File: src/rtl/mips_pkg.sv
// Shared fetch-path types and constants.
package mips_pkg;
    localparam int INSTR_W = 32;
    localparam int ADDR_W = 32;
    localparam logic [ADDR_W-1:0] PC_INC = 32'd4;
    localparam logic [INSTR_W-1:0] NOP_INSTR = 32'h0;

    typedef struct packed {
        logic [ADDR_W-1:0]  pc;
        logic [INSTR_W-1:0] instr;
    } fetch_entry_t;
endpackage

File: src/rtl/fetch_fifo.sv
// Small synchronous FIFO with pointer/count flush.
module fetch_fifo #(
    parameter int DEPTH = 2,
    parameter int WIDTH = 64
) (
    input  logic                       clk,
    input  logic                       rst_n,
    input  logic                       i_push,
    input  logic                       i_pop,
    input  logic                       i_flush,
    input  logic [WIDTH-1:0]           i_wdata,
    output logic [WIDTH-1:0]           o_rdata,
    output logic [$clog2(DEPTH):0]     o_count,
    output logic                       o_full
);
    localparam int PW = $clog2(DEPTH);
    localparam int CW = PW + 1;

    logic [WIDTH-1:0] r_mem [DEPTH];
    logic [PW-1:0]    r_wr_ptr;
    logic [PW-1:0]    r_rd_ptr;
    logic [CW-1:0]    r_count;

    always_ff @(posedge clk or negedge rst_n) begin
        if (!rst_n) begin
            r_wr_ptr <= '0;
            r_rd_ptr <= '0;
            r_count  <= '0;
        end else if (i_flush) begin
            r_wr_ptr <= '0;
            r_rd_ptr <= '0;
            r_count  <= '0;
        end else begin
            if (i_push) r_wr_ptr <= r_wr_ptr + PW'(1);
            if (i_pop)  r_rd_ptr <= r_rd_ptr + PW'(1);
            r_count <= r_count + CW'(i_push) - CW'(i_pop);
        end
    end

    // Storage needs no reset; readers gate on count.
    always_ff @(posedge clk) begin
        if (i_push && !i_flush) r_mem[r_wr_ptr] <= i_wdata;
    end

    assign o_rdata = r_mem[r_rd_ptr];
    assign o_count = r_count;
    assign o_full  = (r_count == CW'(DEPTH));
endmodule

File: src/rtl/ins_fetch.sv
// Instruction fetch front end: PC, fetch buffer, redirect handling.
// Optional perf counters enabled by defining IFETCH_PERF_EN.
module ins_fetch
    import mips_pkg::*;
#(
    parameter logic [31:0] RESET_VEC = 32'h0000_0000,
    parameter int          BUF_DEPTH = 2
) (
    input  logic        clk,
    input  logic        rst_n,
    input  logic        fetch_en,
    output logic [31:0] imem_addr,
    input  logic [31:0] imem_instr,
    output logic        if_valid,
    input  logic        if_ready,
    output logic [31:0] if_pc,
    output logic [31:0] if_instr,
    input  logic        redirect_valid,
    input  logic [31:0] redirect_pc
`ifdef IFETCH_PERF_EN
    ,
    output logic [31:0] perf_stall_cnt,
    output logic [15:0] perf_flush_cnt
`endif
);
    localparam int CW = $clog2(BUF_DEPTH) + 1;

    logic [ADDR_W-1:0] r_pc;
    logic              w_pop;
    logic              w_push;
    logic              w_full;
    logic [CW-1:0]     w_count;
    fetch_entry_t      w_wentry;
    fetch_entry_t      w_rentry;

    assign w_pop  = if_valid & if_ready;
    assign w_push = fetch_en & ~redirect_valid & (~w_full | w_pop);
    assign w_wentry = '{pc: r_pc, instr: imem_instr};

    always_ff @(posedge clk or negedge rst_n) begin
        if (!rst_n) begin
            r_pc <= RESET_VEC;
        end else if (redirect_valid) begin
            r_pc <= {redirect_pc[31:2], 2'b00};
        end else if (w_push) begin
            r_pc <= r_pc + PC_INC;
        end
    end

    fetch_fifo #(
        .DEPTH (BUF_DEPTH),
        .WIDTH ($bits(fetch_entry_t))
    ) u_fifo (
        .clk     (clk),
        .rst_n   (rst_n),
        .i_push  (w_push),
        .i_pop   (w_pop),
        .i_flush (redirect_valid),
        .i_wdata (w_wentry),
        .o_rdata (w_rentry),
        .o_count (w_count),
        .o_full  (w_full)
    );

    assign imem_addr = r_pc;
    assign if_valid  = (w_count != '0);
    assign if_pc     = if_valid ? w_rentry.pc : '0;
    assign if_instr  = if_valid ? w_rentry.instr : NOP_INSTR;

`ifdef IFETCH_PERF_EN
    logic [31:0] r_stall_cnt;
    logic [15:0] r_flush_cnt;

    always_ff @(posedge clk or negedge rst_n) begin
        if (!rst_n) begin
            r_stall_cnt <= '0;
            r_flush_cnt <= '0;
        end else begin
            if (if_valid && !if_ready && (r_stall_cnt != '1))
                r_stall_cnt <= r_stall_cnt + 32'd1;
            if (redirect_valid && (r_flush_cnt != '1))
                r_flush_cnt <= r_flush_cnt + 16'd1;
        end
    end

    assign perf_stall_cnt = r_stall_cnt;
    assign perf_flush_cnt = r_flush_cnt;
`endif
endmodule

File: config.mk
export PLATFORM = sky130hd
export DESIGN_NAME = ins_fetch
export DESIGN_NICKNAME = d
export VERILOG_FILES = /design/src/rtl/mips_pkg.sv /design/src/rtl/fetch_fifo.sv /design/src/rtl/ins_fetch.sv
export SDC_FILE = /design/constraint.sdc
export NUM_CORES = 1
export LEC_CHECK = 0
export CAP_MARGIN = 20
export CORE_MARGIN = 10
export CORE_UTILIZATION = 54
export DETAILED_ROUTE_END_ITERATION = 10
export GPL_ROUTABILITY_DRIVEN = 0
export PLACE_DENSITY = 0.85
export SLEW_MARGIN = 20
export SYNTH_ARGS = -nofsm -noshare
export SYNTH_HDL_FRONTEND = slang
export SYNTH_HIERARCHICAL = 1
export SYNTH_SLANG_ARGS = --single-unit
File: constraint.sdc
create_clock -name clk -period 12.3 [get_ports clk]
set_input_delay 2.46 -clock clk [delete_from_list [all_inputs] [get_ports clk]]
set_output_delay 2.46 -clock clk [all_outputs]
set_load 0.01 [all_outputs]
==> flow_summary.ini, run 1 <==
[synthesis]
yosysTopAreaCellShare = 0.529
yosysTopAreaCell = edfxtp_1
ys_warn_count = 6
ys.flop_type = edfxtp_1
synth-seq-cells = 162
synth_edf_count = 128
syn-cell-area_mm2 = 0.00727
synthTopCellsByArea = edfxtp_1 (53%), dfrtp_1 (12%), mux2_4 (10%)
synthArstFlopShare = 0.210
yosysSeqAreaShare = 0.646
avgSynthCellArea_um2 = 15.0
syn-instance-count = 485
synth_cell_types = 45

[routing]
drt_iter0_markers = 337
dr.pass1.iters = 5
drc = 0
routed_wl_mm = 16.4
postRouteAntennaNets = 0
wl_per_cell_um = 19.5
dr_total_vias = 4457
viasPerCell = 5.31

[sta]
setup_tns_ns = 0
fin_ws_ns = 7.27
finalHoldViolCount = 0
timing.final.crit_period_ns = 5.03
clock_skew_ns = 0.00721
worst_pin_slew_ns = 0.836
slew_headroom = 0.443
final_max_slew_viol_count = 0
finalCritPeriodShare = 0.409
finalSetupViolations = 0
fmax_ghz = 0.199
rsz0062_at_grt = false

[die]
std_cell_rows = 42
ios = 166
die_x_um = 136
core_mm2 = 0.0132
dieArea_mm2 = 0.0185
die_h_um = 136
start_util = 0.549

[pwr]
powerDensity_mw_per_mm2 = 180
power_frac_clock = 0.313
p_total_mw = 1.75
intPower_mw = 1.28
pwr-share-comb = 0.302
switching_share = 0.268
power_frac_seq = 0.385
switching_power_mw = 0.468
total_leakage_power_nw = 3.51
peakVddDrop_mv = 0.0761

[cells_and_area]
area_growth_pct = 33.3
n_antenna_cell = 0
drive_above_1_share = 0.178
layout_commonest_cell = clkdlybuf4s50_1
mostFrequentLayoutCells = clkdlybuf4s50_1 (159), edfxtp_1 (128), and2_1 (68), mux2_4 (50), nand2_1 (35)
final_nets = 723

[worst_setup_path]
reg2reg_to = u_fifo/r_mem[0][54]$_DFFE_PP_
critPathCaptureType = register
r2r_cells = 5
r2r_start = u_fifo/o_count[1]$_DFF_PN0_
reg2reg_slack_ns = 9.29
path_class = in -> reg
crit_arrival_ns = 5.07
critPathMaxFanout = 59
cp-start-kind = input port
crit_required_ns = 12.34

[global_route]
grt_usage = 0.177
antenna_found_initial = 0
grt_max_degree = 66
grt_pass1_wl_mm = 25.1
grt-ovfl-total = 0
grt_pass1_vias = 4655

[hold_path]
min_from = imem_addr[12]$_DFFE_PN0P_
holdPathEnd = u_fifo/r_mem[0][44]$_DFFE_PP_
hold_class = reg -> reg
min_path_cells = 0

[clock_tree]
post-cts-setup-buffers = 0
h-tree-depth = 4
clockBufferDepth = 2
clk_pin_slew_ns = 0.06
cts_made_buffers = 17
cts_tree = built
cts-root-buf = clkbuf_16
cts.repair.resized = 0
insertion_delay_ns = 0.41
cts_hold_buf = 0
cts_sinks = 162

[placed_design]
port_buffers = 161
dp_slack_ns = 6.88
hpwl_mm = 10.9

[flow_run]
drv_cap = 0

[status]
status = completed
layer usage:
metal	wire length, um	track usage	vias up
met3	1130	0.0465	12
li1	-	-	2088
met5	0	0	-
met2	8280	0.301	167
met4	138	0.0609	0
met1	6840	0.213	2190
power by group through the flow:
stage | registers [mW] | logic (mW) | clock network, mW
floorplan | 0.665 | 0.292 | 0
CTS | 0.694 | 0.498 | 0.555
global route | 0.677 | 0.562 | 0.574
global placement | 0.701 | 0.486 | 0
finish | 0.672 | 0.527 | 0.546
detailed placement | 0.705 | 0.495 | 0
kinds of logic after synthesis:
kind of cell    share of synthesized area
xor+xnor                           0.0392
fa+ha+maj                         0.00516
compound gates                     0.0313
mux                                 0.128
flops                               0.646
buf+inv                            0.0236
other cells                      0.000516
simple gates                        0.127
worst max-delay path, stage by stage:
cell             delay [ns]
clkdlybuf4s50_1        0.49
o21ai_2                0.14
a21oi_1                0.41
and2_1                 0.31
nor3b_2                0.46
buf_4                  0.71
how the worst max path moves through the flow:
stage	startpoint	to	slack (ns)	cells past startpoint
6_report	if_ready	u_fifo/r_mem[0][54]$_DFFE_PP_	7.27	6
5_1_grt	if_ready	u_fifo/r_mem[0][1]$_DFFE_PP_	7.14	6
4_1_cts	u_fifo/r_rd_ptr$_DFFE_PN0P_	if_pc[22]	7.06	3
3_5_place_dp	if_ready	u_fifo/r_mem[0][5]$_DFFE_PP_	6.88	6
3_3_place_gp	if_ready	u_fifo/r_mem[0][2]$_DFFE_PP_	6.98	6
2_1_floorplan	if_ready	u_fifo/r_mem[0][0]$_DFFE_PP_	3.89	4
final cells by class:
cell class | instances | area [um2]
Sequential cell | 162 | 4700
Clock buffer | 18 | 429
Fill cell | 854 | 3550
Clock inverter | 14 | 188
Inverter | 6 | 22.5
Tap cell | 176 | 220
Multi-Input combinational cell | 298 | 2430
Timing Repair Buffer | 166 | 1700
sequential cells by signal (all words and copies together), names as in the netlist:
signal / flops
u_fifo/r_rd_ptr: 1
imem_addr: 30
u_fifo/r_wr_ptr: 1
u_fifo/o_count: 2
u_fifo/r_mem: 128
cells in the mapped netlist, types with 2 or more instances:
library cell	count
and2_1	68
clkbuf_1	12
buf_2	2
inv_1	6
a21oi_1	3
nand3_1	10
xnor2_1	12
and3_1	5
nand4_1	10
dfrtp_1	34
xor2_1	18
mux2_4	50
buf_6	6
nor4_2	3
ha_1	3
buf_4	3
edfxtp_1	128
and4_1	4
nor2_1	7
o21ai_1	27
mux2_2	15
nor2b_1	2
nand2_1	35
metrics by stage:
step / hold slack (ns) / cell area (um2) / utilization / instances
3_5_place_dp: 0.524 / 8990 / 0.679 / 805
5_1_grt: 0.580 / 9690 / 0.732 / 840
4_1_cts: 0.540 / 9610 / 0.726 / 837
6_report: 0.547 / 9690 / 0.732 / 840
2_1_floorplan: 0.517 / 7290 / - / 490
3_3_place_gp: 0.525 / 8990 / 0.679 / 805
Note: power is estimated with default switching activity, not from simulation.
==> run 2, diff against run 1 <==
--- a/config.mk
+++ b/config.mk
@@ -7,10 +7,10 @@
 export LEC_CHECK = 0
 export CAP_MARGIN = 20
 export CORE_MARGIN = 10
-export CORE_UTILIZATION = 54
+export CORE_UTILIZATION = 46
 export DETAILED_ROUTE_END_ITERATION = 10
 export GPL_ROUTABILITY_DRIVEN = 0
-export PLACE_DENSITY = 0.85
+export PLACE_DENSITY = 0.77
 export SLEW_MARGIN = 20
 export SYNTH_ARGS = -nofsm -noshare
 export SYNTH_HDL_FRONTEND = slang
==> constraint.sdc (replaced) <==
create_clock -name clk -period 4.3 [get_ports clk]
set_input_delay 0.86 -clock clk [delete_from_list [all_inputs] [get_ports clk]]
set_output_delay 0.86 -clock clk [all_outputs]
set_load 0.01 [all_outputs]
==> run 2 against run 1 <==
- power rose to 2.8 times the previous value
- final cell count grew 4.3%
- non-clock buffer count rose by 1
- die area up 15%
- combinational power increased to 2.8 times the previous value
- routed wire length down 3.4%
- sequential power rose to 2.9 times the previous value
- worst hold slack worse by 0.14 ns
- critical path depth fell by 2
- sequential cell count stayed put
- critical path type is now reg -> out
- highest routed layer unchanged
==> flow_summary.ini, run 2 (synthesis results as in run 1) <==
[status]
status = completed

[global_route]
grt_pass1_wl_mm = 25.3
grt_max_degree = 66
grt-ovfl-total = 0
antenna_found_initial = 0
grt_pass1_vias = 4578
grt_usage = 0.150

[die]
std_cell_rows = 45
ios = 166
die_x_um = 146
start_util = 0.473
die_h_um = 146
dieArea_mm2 = 0.0212
core_mm2 = 0.0154

[routing]
wl_per_cell_um = 18.1
viasPerCell = 4.94
drt_iter0_markers = 222
postRouteAntennaNets = 0
dr_total_vias = 4326
routed_wl_mm = 15.8
drc = 0
dr.pass1.iters = 5

[sta]
worst_pin_slew_ns = 0.664
clock_skew_ns = 0.00647
fmax_ghz = 0.289
rsz0062_at_grt = false
fin_ws_ns = 0.841
final_max_slew_viol_count = 0
finalCritPeriodShare = 0.804
timing.final.crit_period_ns = 3.46
setup_tns_ns = 0
slew_headroom = 0.558
finalHoldViolCount = 0
finalSetupViolations = 0
holdWs_ns = 0.411

[worst_setup_path]
reg2reg_to = u_fifo/r_mem[0][51]$_DFFE_PP_
cp_slowest_cell = dfrtp_4
cp-start-kind = register
slowest_delay_ns = 0.83
critPathBufInv = 2
crit_family = flip-flops
crit_arrival_ns = 2.60
r2r_start = u_fifo/o_count[1]$_DFF_PN0_
critPathMaxFanout = 33
critPathCaptureType = primary output
reg2reg_slack_ns = 1.81
crit_cells = 4
critical_path.cell_chain = buf_12 > mux2_2 > and2_1 > clkdlybuf4s50_1
crit_required_ns = 3.44
path_class = reg -> out
r2r_cells = 5
endpoint = if_pc[30]
cp-startpoint = u_fifo/r_rd_ptr$_DFFE_PN0P_

[clock_tree]
insertion_delay_ns = 0.41
clockBufferDepth = 2
h-tree-depth = 4
post-cts-setup-buffers = 0
cts_made_buffers = 17
cts-root-buf = clkbuf_16
cts_tree = built
cts.repair.resized = 0
cts_sinks = 162
cts_hold_buf = 0
clk_pin_slew_ns = 0.06

[cells_and_area]
mostFrequentLayoutCells = clkdlybuf4s50_1 (159), edfxtp_1 (128), and2_1 (68), mux2_4 (50), nand2_1 (35)
largest_reg_flops = 128
area_growth_pct = 33.1
fin_area_mm2 = 0.00968
final_util = 0.629
regMostFlops = u_fifo/r_mem
final_nets = 724
final_cells = 876
drive_above_1_share = 0.176
fillers = 1173
layout_commonest_cell = clkdlybuf4s50_1
n_antenna_cell = 0

[placed_design]
dp_slack_ns = 0.963
dp.cells = 844
port_buffers = 161
placed_cell_area_mm2 = 0.00910
hpwl_mm = 11.1

[pwr]
total_leakage_power_nw = 3.48
powerDensity_mw_per_mm2 = 500
peakVddDrop_mv = 0.289
p_total_mw = 4.84

[flow_run]
drv_cap = 0

[hold_path]
hold_class = in -> async
## run 2: cell types whose count changed in the layout (fill, tap and decap cells not counted), moves of 2 or more
cell and delta:
buf_12 +2, buf_16 -3, buf_4 +2, bufinv_16 -2, clkbuf_1 +3, clkbuf_8 +2
## run 2: routing by layer
metal,routed length [um],GRT usage
met1,6850,0.181
met2,7840,0.252
met3,919,0.0447
met4,222,0.0465
met5,0,0
## run 2: cell type report
| type | count | area (um2) | area share |
|---|---|---|---|
| clock inverter | 9 | 109 | 0.0113 |
| inverter | 6 | 22.5 | 0.00233 |
| timing repair buffer | 167 | 1670 | 0.173 |
| tap | 211 | 264 | 0.0273 |
| sequential | 162 | 4700 | 0.486 |
| clock buffer | 23 | 468 | 0.0484 |
| multi-input combinational | 298 | 2440 | 0.252 |
## run 2: how the worst min path moves through the flow
| stage | start | to | slack [ns] | cells past startpoint |
|---|---|---|---|---|
| after floorplan | imem_addr[31]$_DFFE_PN0P_ | u_fifo/r_mem[0][63]$_DFFE_PP_ | 0.54 | 0 |
| after global placement | imem_addr[12]$_DFFE_PN0P_ | u_fifo/r_mem[0][44]$_DFFE_PP_ | 0.53 | 0 |
| after detailed placement | imem_addr[12]$_DFFE_PN0P_ | u_fifo/r_mem[0][44]$_DFFE_PP_ | 0.55 | 0 |
| after CTS | imem_addr[12]$_DFFE_PN0P_ | u_fifo/r_mem[0][44]$_DFFE_PP_ | 0.57 | 0 |
| after global routing | rst_n | imem_addr[22]$_DFFE_PN0P_ | 0.44 | 1 |
| final | rst_n | imem_addr[23]$_DFFE_PN0P_ | 0.41 | 1 |
## run 2: power by group
part / leakage [nW] / switching (mW) / total [mW] / internal, mW
combinational: 1.63 / 0.596 / 1.45 / 0.857
sequential: 1.58 / 0.136 / 1.93 / 1.80
clock: 0.269 / 0.567 / 1.45 / 0.884
total: 3.48 / 1.30 / 4.84 / 3.54
==> run 3, diff against run 2 <==
--- a/config.mk
+++ b/config.mk
@@ -7,10 +7,10 @@
 export LEC_CHECK = 0
 export CAP_MARGIN = 20
 export CORE_MARGIN = 10
-export CORE_UTILIZATION = 46
+export CORE_UTILIZATION = 51
 export DETAILED_ROUTE_END_ITERATION = 10
 export GPL_ROUTABILITY_DRIVEN = 0
-export PLACE_DENSITY = 0.77
+export PLACE_DENSITY = 0.81
 export SLEW_MARGIN = 20
 export SYNTH_ARGS = -nofsm -noshare
 export SYNTH_HDL_FRONTEND = slang
==> constraint.sdc (replaced) <==
create_clock -name clk -period 3.3 [get_ports clk]
set_input_delay 0.66 -clock clk [delete_from_list [all_inputs] [get_ports clk]]
set_output_delay 0.66 -clock clk [all_outputs]
set_load 0.01 [all_outputs]
==> run 3 against run 2 <==
- sequential power up 30%
- via count up 1.8%
- combinational power up 32%
- final cell count down 3.1%
- sequential cell count unchanged
- global-route usage up 1.5 points
- count of clock-buffer cells in the layout down 4
- non-clock buffer count up 4
- design area down 0.12%
- worst hold slack better by 0.12 ns
- power up 29%
- largest power group unchanged
==> flow_summary.ini, run 3 (synthesis results as in run 1) <==
[cells_and_area]
largest_reg_flops = 128
drive_above_1_share = 0.184
area_growth_pct = 32.9
regMostFlops = u_fifo/r_mem
n_antenna_cell = 0
final_nets = 728
fillers = 953
final_util = 0.694
final_cells = 849
mostFrequentLayoutCells = clkdlybuf4s50_1 (160), edfxtp_1 (128), and2_1 (67), mux2_4 (50), nand2_1 (35)
layout_commonest_cell = clkdlybuf4s50_1
regArea_mm2 = 0.00470
multi_input_area_mm2 = 0.00245

[sta]
worst_pin_slew_ns = 0.620
finalSetupViolations = 0
rsz0062_at_grt = false
clock_skew_ns = 0.00546
fmax_ghz = 0.317
slew_headroom = 0.587
setup_tns_ns = 0
final_max_slew_viol_count = 0
timing.final.crit_period_ns = 3.16
finalHoldViolCount = 0
finalCritPeriodShare = 0.957

[clock_tree]
clk_pin_slew_ns = 0.06
h-tree-depth = 4
cts.repair.resized = 0
cts_hold_buf = 0
cts_tree = built
post-cts-setup-buffers = 0
insertion_delay_ns = 0.42
cts_sinks = 162
clockBufferDepth = 2
cts-root-buf = clkbuf_16
cts_made_buffers = 17

[die]
core_mm2 = 0.0139
die_x_um = 139
std_cell_rows = 43
die_h_um = 139
dieArea_mm2 = 0.0194
ios = 166
start_util = 0.522

[worst_setup_path]
critical_path.cell_chain = buf_4 > mux2_2 > and2_1 > clkdlybuf4s50_1
r2r_start = u_fifo/o_count[1]$_DFF_PN0_
reg2reg_slack_ns = 1.06
cp-start-kind = register
crit_required_ns = 2.64
cp_slowest_cell = dfrtp_4
crit_family = buffers and inverters
slowest_delay_ns = 0.78
critPathCaptureType = primary output
path_class = reg -> out
critPathBufInv = 2
critPathMaxFanout = 30
crit_arrival_ns = 2.50
reg2reg_to = u_fifo/r_mem[0][26]$_DFFE_PP_
r2r_cells = 5

[routing]
postRouteAntennaNets = 0
dr_total_vias = 4402
viasPerCell = 5.18
wl_per_cell_um = 18.8
dr.pass1.iters = 4
drc = 0
drt_iter0_markers = 336
routed_wl_mm = 16.0

[pwr]
powerDensity_mw_per_mm2 = 648
switching_share = 0.270
intPower_mw = 4.57
total_leakage_power_nw = 3.51
switching_power_mw = 1.69
peakVddDrop_mv = 0.402
power_frac_clock = 0.293
pwr-share-comb = 0.306
power_frac_seq = 0.401

[global_route]
grt_usage = 0.164
antenna_found_initial = 0
grt-ovfl-total = 0
grt_pass1_wl_mm = 25.0
grt_pass1_vias = 4558
grt_max_degree = 66

[flow_run]
drv_cap = 0

[placed_design]
hpwl_mm = 11.2
port_buffers = 161
dp.cells = 817

[hold_path]
holdPathEnd = u_fifo/r_mem[0][63]$_DFFE_PP_
min_path_cells = 0
hold_class = reg -> reg
min_from = imem_addr[31]$_DFFE_PN0P_

[status]
status = completed
## run 3: cell type report
| class | instances | area share |
|---|---|---|
| Inverter | 6 | 0.00233 |
| Clock inverter | 13 | 0.0124 |
| Clock buffer | 19 | 0.0448 |
| Timing Repair Buffer | 171 | 0.178 |
| Multi-Input combinational cell | 298 | 0.253 |
| Sequential cell | 162 | 0.486 |
| Tap cell | 180 | 0.0233 |
## run 3: stage by stage
| step | total power, mW | hold WS (ns) | cell area [um2] | setup WS [ns] |
|---|---|---|---|---|
| 6_report | 6.26 | 0.532 | 9660 | 0.143 |
| 5_1_grt | 6.55 | 0.573 | 9660 | 0.0362 |
| 4_1_cts | 6.33 | 0.540 | 9660 | 0.0642 |
| 3_5_place_dp | 4.50 | 0.527 | 9110 | 0.445 |
| 3_3_place_gp | 4.46 | 0.523 | 9110 | 0.479 |
| 2_1_floorplan | 3.57 | 0.364 | 7310 | 0.00407 |
## run 3: worst max path at each step
stage,startpoint,to,depth (start not counted)
final,u_fifo/r_rd_ptr$_DFFE_PN0P_,if_pc[30],4
after global routing,u_fifo/r_rd_ptr$_DFFE_PN0P_,if_pc[30],4
after global placement,if_ready,u_fifo/r_mem[0][54]$_DFFE_PP_,6
after detailed placement,if_ready,u_fifo/r_mem[0][54]$_DFFE_PP_,6
after CTS,u_fifo/o_count[0]$_DFF_PN0_,if_pc[18],3
after floorplan,if_ready,u_fifo/r_mem[0][0]$_DFFE_PP_,4
## run 3: worst register-to-register path: stages, from the launching register on
cell and delay [ns]:
dfrtp_1 0.42, nor2b_1 0.25, a21oi_2 0.30, and2_4 0.22, nor3b_4 0.19, buf_4 0.47
## run 3: metal layers
| metal | vias up | wire, um | track usage |
|---|---|---|---|
| met5 | - | 0 | 0 |
| met4 | 0 | 329 | 0.0632 |
| met3 | 26 | 1280 | 0.0602 |
| met2 | 153 | 8050 | 0.272 |
| met1 | 2126 | 6320 | 0.190 |
| li1 | 2097 | - | - |
## run 3: power by group through the flow
| stage | registers (mW) | clock network (mW) | logic (mW) |
|---|---|---|---|
| 6_report | 2.51 | 1.83 | 1.92 |
| 3_5_place_dp | 2.55 | 0 | 1.95 |
| 5_1_grt | 2.53 | 1.96 | 2.07 |
| 2_1_floorplan | 2.48 | 0 | 1.09 |
| 4_1_cts | 2.51 | 1.87 | 1.95 |
| 3_3_place_gp | 2.54 | 0 | 1.92 |
